<file path="config.mk">
export PLATFORM = sky130hd
export DESIGN_NAME = nr14_interval_timer
export DESIGN_NICKNAME = d
export VERILOG_FILES = /design/src/rtl/nr14_interval_timer.sv
export SDC_FILE = /design/constraint.sdc
export NUM_CORES = 1
export LEC_CHECK = 0
export CORE_MARGIN = 2
export CORE_UTILIZATION = 51
export CTS_CLUSTER_DIAMETER = 30
export DETAILED_ROUTE_END_ITERATION = 10
export GPL_ROUTABILITY_DRIVEN = 0
export PLACE_DENSITY = 0.79
export SLEW_MARGIN = 20
export SYNTH_ARGS = -nofsm -noshare
export SYNTH_HDL_FRONTEND = slang
export SYNTH_SLANG_ARGS = --single-unit
</file>
<file path="constraint.sdc">
create_clock -name clk -period 2.35 [get_ports clk]
set_clock_uncertainty 0.15 [all_clocks]
set_input_delay 0.705 -clock clk [delete_from_list [all_inputs] [get_ports clk]]
set_output_delay 0.705 -clock clk [all_outputs]
set_load 0.02 [all_outputs]
</file>
<file path="src/rtl/nr14_interval_timer.sv">
// nr14_interval_timer: prescaled down-counting interval timer with sticky irq; NR14_TIMER_OVERRUN_EN adds ovr/ovr_flag.
module nr14_interval_timer #(
  parameter int CW = 14,
  parameter int PW = 8
) (
  input  logic          clk,
  input  logic          reset,
  input  logic          ld_period,
  input  logic [CW-1:0] period_in,
  input  logic          ld_pre,
  input  logic [PW-1:0] pre_in,
  input  logic          start,
  input  logic          stop,
  input  logic          oneshot,
  input  logic          irq_ack,
  output logic          irq,
  output logic          running,
  output logic [CW-1:0] count,
  output logic          zero
`ifdef NR14_TIMER_OVERRUN_EN
  ,
  output logic [3:0]    ovr,
  output logic          ovr_flag
`endif
);
  typedef enum logic {IDLE, RUN} state_t;
  state_t state_q, state_d;
  logic [CW-1:0] period_q, period_d, count_q, count_d;
  logic [PW-1:0] pre_q, pre_d, psc_q, psc_d;
  logic irq_q, irq_d, os_q, os_d, expiry;
  always_comb begin
    state_d  = state_q;
    count_d  = count_q;
    psc_d    = psc_q;
    os_d     = os_q;
    expiry   = 1'b0;
    period_d = ld_period ? period_in : period_q;
    pre_d    = ld_pre ? pre_in : pre_q;
    if (state_q == IDLE) begin
      if (start) begin
        state_d = RUN;
        psc_d   = pre_q;
        count_d = period_q;
        os_d    = oneshot;
      end
    end else if (stop) begin
      state_d = IDLE;
    end else if (start) begin
      psc_d   = pre_q;
      count_d = period_q;
      os_d    = oneshot;
    end else if (psc_q != '0) begin
      psc_d = psc_q - PW'(1);
    end else begin
      psc_d = pre_q;
      if (!zero) begin
        count_d = count_q - CW'(1);
      end else begin
        expiry  = 1'b1;
        count_d = period_q;
        state_d = os_q ? IDLE : RUN;
      end
    end
    // set wins over a simultaneous acknowledge
    irq_d = expiry | (irq_q & ~irq_ack);
  end
  always_ff @(posedge clk) begin
    if (reset) begin
      state_q  <= IDLE;
      period_q <= '0;
      pre_q    <= '0;
      psc_q    <= '0;
      count_q  <= '0;
      irq_q    <= 1'b0;
      os_q     <= 1'b0;
    end else begin
      state_q  <= state_d;
      period_q <= period_d;
      pre_q    <= pre_d;
      psc_q    <= psc_d;
      count_q  <= count_d;
      irq_q    <= irq_d;
      os_q     <= os_d;
    end
  end
  assign zero    = count_q == '0;
  assign count   = count_q;
  assign running = state_q == RUN;
  assign irq     = irq_q;
`ifdef NR14_TIMER_OVERRUN_EN
  logic [3:0] ovr_q, ovr_d;
  always_comb ovr_d = irq_ack ? 4'd0 : (expiry && irq_q && ovr_q != 4'hf) ? ovr_q + 4'd1 : ovr_q;
  always_ff @(posedge clk) ovr_q <= reset ? 4'd0 : ovr_d;
  assign ovr      = ovr_q;
  assign ovr_flag = ovr_q != 4'd0;
`endif
endmodule

</file>
==> flow_summary.html <==
<table>
<tr><th>Metric</th><th>Value</th></tr>
<tr><th colspan="2">Power</th></tr>
<tr><td>Part of the power in the clock network</td><td>25.7%</td></tr>
<tr><td>Sequential share of power</td><td>39.3%</td></tr>
<tr><td>Internal power of the cells</td><td>1.57 mW</td></tr>
<tr><td>Maximum resistive drop on vdd</td><td>0.438 mV</td></tr>
<tr><td>Switching share of total power</td><td>31.9%</td></tr>
<tr><td>Switching power summed over all nets</td><td>0.736 mW</td></tr>
<tr><td>Total design power</td><td>2.31 mW</td></tr>
<tr><td>Leak pwr</td><td>1.38 nW</td></tr>
<tr><td>Part of the total power dissipated in combinational logic</td><td>35.0%</td></tr>
<tr><td>Power per cell area</td><td>698 nW/um2</td></tr>
<tr><th colspan="2">Synthesis</th></tr>
<tr><td>Post-synthesis cell count</td><td>280</td></tr>
<tr><td>Count of state elements after synthesis</td><td>47</td></tr>
<tr><td>Post-synth EDFFs</td><td>0</td></tr>
<tr><td>Post-Syn Nets</td><td>313</td></tr>
<tr><td>Syn_area_per_cell</td><td>8.60 um2</td></tr>
<tr><td>Async set or reset register ratio after synthesis</td><td>0%</td></tr>
<tr><td>Sequential fraction of the synthesis area</td><td>39.1%</td></tr>
<tr><td>Main synth FF type</td><td>dfxtp_1</td></tr>
<tr><td>Ys Warns</td><td>0</td></tr>
<tr><td>Synth cell types</td><td>58</td></tr>
<tr><td>Cell Area, Synth</td><td>2410 um2</td></tr>
<tr><th colspan="2">Floorplanning</th></tr>
<tr><td>Number of placement rows</td><td>24</td></tr>
<tr><td>Die width</td><td>72.7 um</td></tr>
<tr><td>Placeable core region</td><td>4440 um2</td></tr>
<tr><td>I/O pin total</td><td>47</td></tr>
<tr><td>Y dimension of the die</td><td>72.7 um</td></tr>
<tr><td>DIE AREA</td><td>5290 um2</td></tr>
<tr><td>Starting Density</td><td>54.2%</td></tr>
<tr><th colspan="2">CTS</th></tr>
<tr><td>CTS Buffer Depth</td><td>2</td></tr>
<tr><td>TritonCTS clock tree</td><td>built</td></tr>
<tr><td>Number of buffers added by the clock tree synthesis step</td><td>5</td></tr>
<tr><td>Worst-Skew Late Latency</td><td>310 ps</td></tr>
<tr><td>Number of H-tree levels</td><td>2</td></tr>
<tr><td>Clock-pin slew reported for the worst setup and hold paths after clock tree synthesis</td><td>90 ps</td></tr>
<tr><td>Setup Buffers After CTS</td><td>0</td></tr>
<tr><td># clock sinks</td><td>47</td></tr>
<tr><td>Clock tree root buffer cell</td><td>clkbuf_8</td></tr>
<tr><th colspan="2">Worst setup path</th></tr>
<tr><td>Critical R2R Launch</td><td>count[0]</td></tr>
<tr><td>Crit path buf inv count</td><td>2</td></tr>
<tr><td>Delay of the slowest cell on the worst path</td><td>620 ps</td></tr>
<tr><td>CP Data Required Time</td><td>1490 ps</td></tr>
<tr><td>Logic depth of the worst register-to-register path</td><td>8</td></tr>
<tr><td>Cell at the slowest stage of the critical path</td><td>clkdlybuf4s50_1</td></tr>
<tr><td>Critical Path Start Type</td><td>flip-flop</td></tr>
<tr><td>Critical-path cell list</td><td>buf_4 -&gt; clkdlybuf4s50_1</td></tr>
<tr><td>Worst r2r dst</td><td>count[12]</td></tr>
<tr><td>Worst path arrival time</td><td>1460 ps</td></tr>
<tr><td>Logic depth of the worst path, buffers included</td><td>2</td></tr>
<tr><td>Worst-path fanout max</td><td>7</td></tr>
<tr><td>Kind of cell with the highest combined delay on the critical path</td><td>buffers and inverters</td></tr>
<tr><td>Startpoint-to-endpoint class of the critical path</td><td>flip-flop to output port</td></tr>
<tr><td>Worst reg-to-reg setup slack</td><td>180 ps</td></tr>
<tr><td>Endpoint class of the critical path</td><td>output port</td></tr>
<tr><th colspan="2">Placement</th></tr>
<tr><td>Detailed-placement wirelength estimate</td><td>4420 um</td></tr>
<tr><td>IO Port Bufs</td><td>46</td></tr>
<tr><td>Worst Setup Slack post-DPL</td><td>-202 ps</td></tr>
<tr><td>Cell total after placement</td><td>404</td></tr>
<tr><th colspan="2">Global routing</th></tr>
<tr><td>Grt ovf</td><td>0</td></tr>
<tr><td>Number of global-route vias before repair</td><td>2251</td></tr>
<tr><td>Global-route wire length before repair</td><td>10100 um</td></tr>
<tr><td>Total global routing track utilization</td><td>24.2%</td></tr>
<tr><td>Pin count of the biggest net entering global routing</td><td>37</td></tr>
<tr><td>Antenna violations before repair</td><td>0</td></tr>
<tr><th colspan="2">Final layout</th></tr>
<tr><td>Fill cell total of the finished layout</td><td>338</td></tr>
<tr><td>P&amp;R area growth vs syn</td><td>37.4%</td></tr>
<tr><td>Fin nets</td><td>392</td></tr>
<tr><td>Count of inserted antenna diode cells</td><td>0</td></tr>
<tr><td>Non-Filler Instances</td><td>412</td></tr>
<tr><td>Fraction of layout cells with a size suffix above 1</td><td>20.0%</td></tr>
<tr><th colspan="2">STA</th></tr>
<tr><td>Count of final hold-check violations</td><td>0</td></tr>
<tr><td>Setup slack after layout</td><td>39.1 ps</td></tr>
<tr><td>Least-Margin Pin Slew</td><td>461 ps</td></tr>
<tr><td>Relative slew slack</td><td>69.2%</td></tr>
<tr><td>Ratio of final minimum period to clock period</td><td>98.3%</td></tr>
<tr><td>Fmax achieved</td><td>433 MHz</td></tr>
<tr><td>Post-route worst hold slack</td><td>314 ps</td></tr>
<tr><td>Final count of negative-setup-slack endpoints</td><td>0</td></tr>
<tr><td>Final critical delay including setup and external delays</td><td>2310 ps</td></tr>
<tr><td>Number of pins with negative max-slew slack in the final report</td><td>0</td></tr>
<tr><th colspan="2">Drt</th></tr>
<tr><td>Detail Route Antenna Nets</td><td>0</td></tr>
<tr><td>Detailed Routing Iterations Pass 1</td><td>5</td></tr>
<tr><td>Ratio of routed vias to standard cells</td><td>5.77</td></tr>
<tr><td>Routed wire length per instance</td><td>14.8 um</td></tr>
<tr><td>Remaining DRCs</td><td>0</td></tr>
<tr><td>Initial detailed-routing violation count</td><td>179</td></tr>
<tr><td>Total wire length after detailed routing</td><td>6080 um</td></tr>
<tr><td>Detailed-route via count</td><td>2379</td></tr>
<tr><th colspan="2">Hold path</th></tr>
<tr><td>Kind of path behind the tightest hold check</td><td>flip-flop to flip-flop</td></tr>
<tr><td>Hold-critical path depth</td><td>1</td></tr>
<tr><td>Worst hold path endpoint</td><td>running</td></tr>
<tr><td>Hold Path Origin</td><td>os_q</td></tr>
<tr><th colspan="2">Outcome</th></tr>
<tr><td>Result of the run</td><td>completed</td></tr>
<tr><th colspan="2">Job</th></tr>
<tr><td>Total of max-cap violations</td><td>0</td></tr>
</table>
[how the worst max path moves through the flow]
stage,start,end
floorplan,count[0],zero
global route,count[0],zero
detailed placement,count[0],zero
finish,count[7],count[7]
global placement,count[0],zero
CTS,count[0],zero
[cells in the mapped netlist, drive strengths merged, types with 3 or more instances]
cell type / number / area [um2]
nor2: 50 / 190
dfxtp: 47 / 941
mux2i: 22 / 220
o21ai: 21 / 105
a21oi: 19 / 98.9
buf: 12 / 83.8
inv: 11 / 41.3
nand2: 11 / 51.3
nor3: 10 / 66.3
a31oi: 6 / 37.5
nand3: 6 / 30.0
and2: 5 / 31.3
clkbuf: 4 / 15.0
nor2b: 4 / 25.0
o221a: 4 / 45.0
a221oi: 3 / 26.3
a22oi: 3 / 22.5
a41oi: 3 / 26.3
ha: 3 / 37.5
nor4: 3 / 25.0
[power by group through the flow]
stage / registers, mW / logic, mW / clock network (mW)
2_1_floorplan: 0.959 / 0.405 / 0
3_3_place_gp: 0.920 / 0.765 / 0
3_5_place_dp: 0.922 / 0.779 / 0
4_1_cts: 0.904 / 0.785 / 0.601
5_1_grt: 0.913 / 0.872 / 0.639
6_report: 0.906 / 0.807 / 0.594
[cells by family (layout without fill, tap and decap cells)]
family	after synthesis	after routing	synth area share (%)
and+or+nand+nor	106	106	23.8
AOI/OAI and AO/OA	74	74	20.2
DFF	47	47	39.1
buffers and inverters	27	107	5.82
muxes	23	23	9.62
adders and majority gates	3	3	1.56
[metal layers]
layer	vias up	share of wire (%)	global-route usage [%]
li1	1171	-	-
met5	-	0	0
met1	1110	46	32.4
met4	0	1.6	7.41
met2	88	47	39.5
met3	10	5.9	4.56
[placed cells by master, fill, tap and decap left out, drive strengths merged, types with 2 or more instances in the layout]
cell type and instances:
a211oi 2, a21oi 19, a221oi 3, a22oi 3
a31oi 6, a41oi 3, and2 5, and3 2
buf 43, clkbuf 5, clkdlybuf4s50 44, clkinv 2
dfxtp 47, ha 3, inv 11, mux2i 22
nand2 11, nand2b 2, nand3 6, nand4 2
nor2 50, nor2b 4, nor3 10, nor4 3
nor4b 2, o21a 2, o21ai 21, o221a 4
o32ai 2, or3 2, or4 2
[flip-flops by register name, indices dropped and copies added (netlist names)]
signal,count
period_q,14
running,1
os_q,1
irq,1
psc_q,8
count,14
pre_q,8
[what timing repair did]
action | CTS | global route
gates cloned | 0 | 0
endpoints found under the setup margin | 1 | 1
pin swaps | 0 | 1
hold buffers | 0 | 0
gates resized for setup | 6 | 6
endpoints found under the hold margin | 0 | 0
[final cells by class]
type	instances	area, um2	share of cell area (%)
Multi-Input combinational cell	206	1340	40.6
Sequential cell	47	941	28.5
Timing Repair Buffer	88	805	24.3
Clock buffer	5	68.8	2.08
Tap cell	52	65.1	1.97
Clock inverter	3	43.8	1.32
Inverter	11	41.3	1.25
[per-stage QoR]
| stage | utilization, % | instance area [um2] | TNS, ps |
|---|---|---|---|
| 6_report | 74.4 | 3310 | 0 |
| 3_5_place_dp | 71.4 | 3170 | -1550 |
| 5_1_grt | 74.4 | 3310 | -35.5 |
| 2_1_floorplan | - | 2410 | 0 |
| 3_3_place_gp | 71.4 | 3170 | -1120 |
| 4_1_cts | 74.0 | 3290 | 0 |
(Power assumes the default switching activity.)
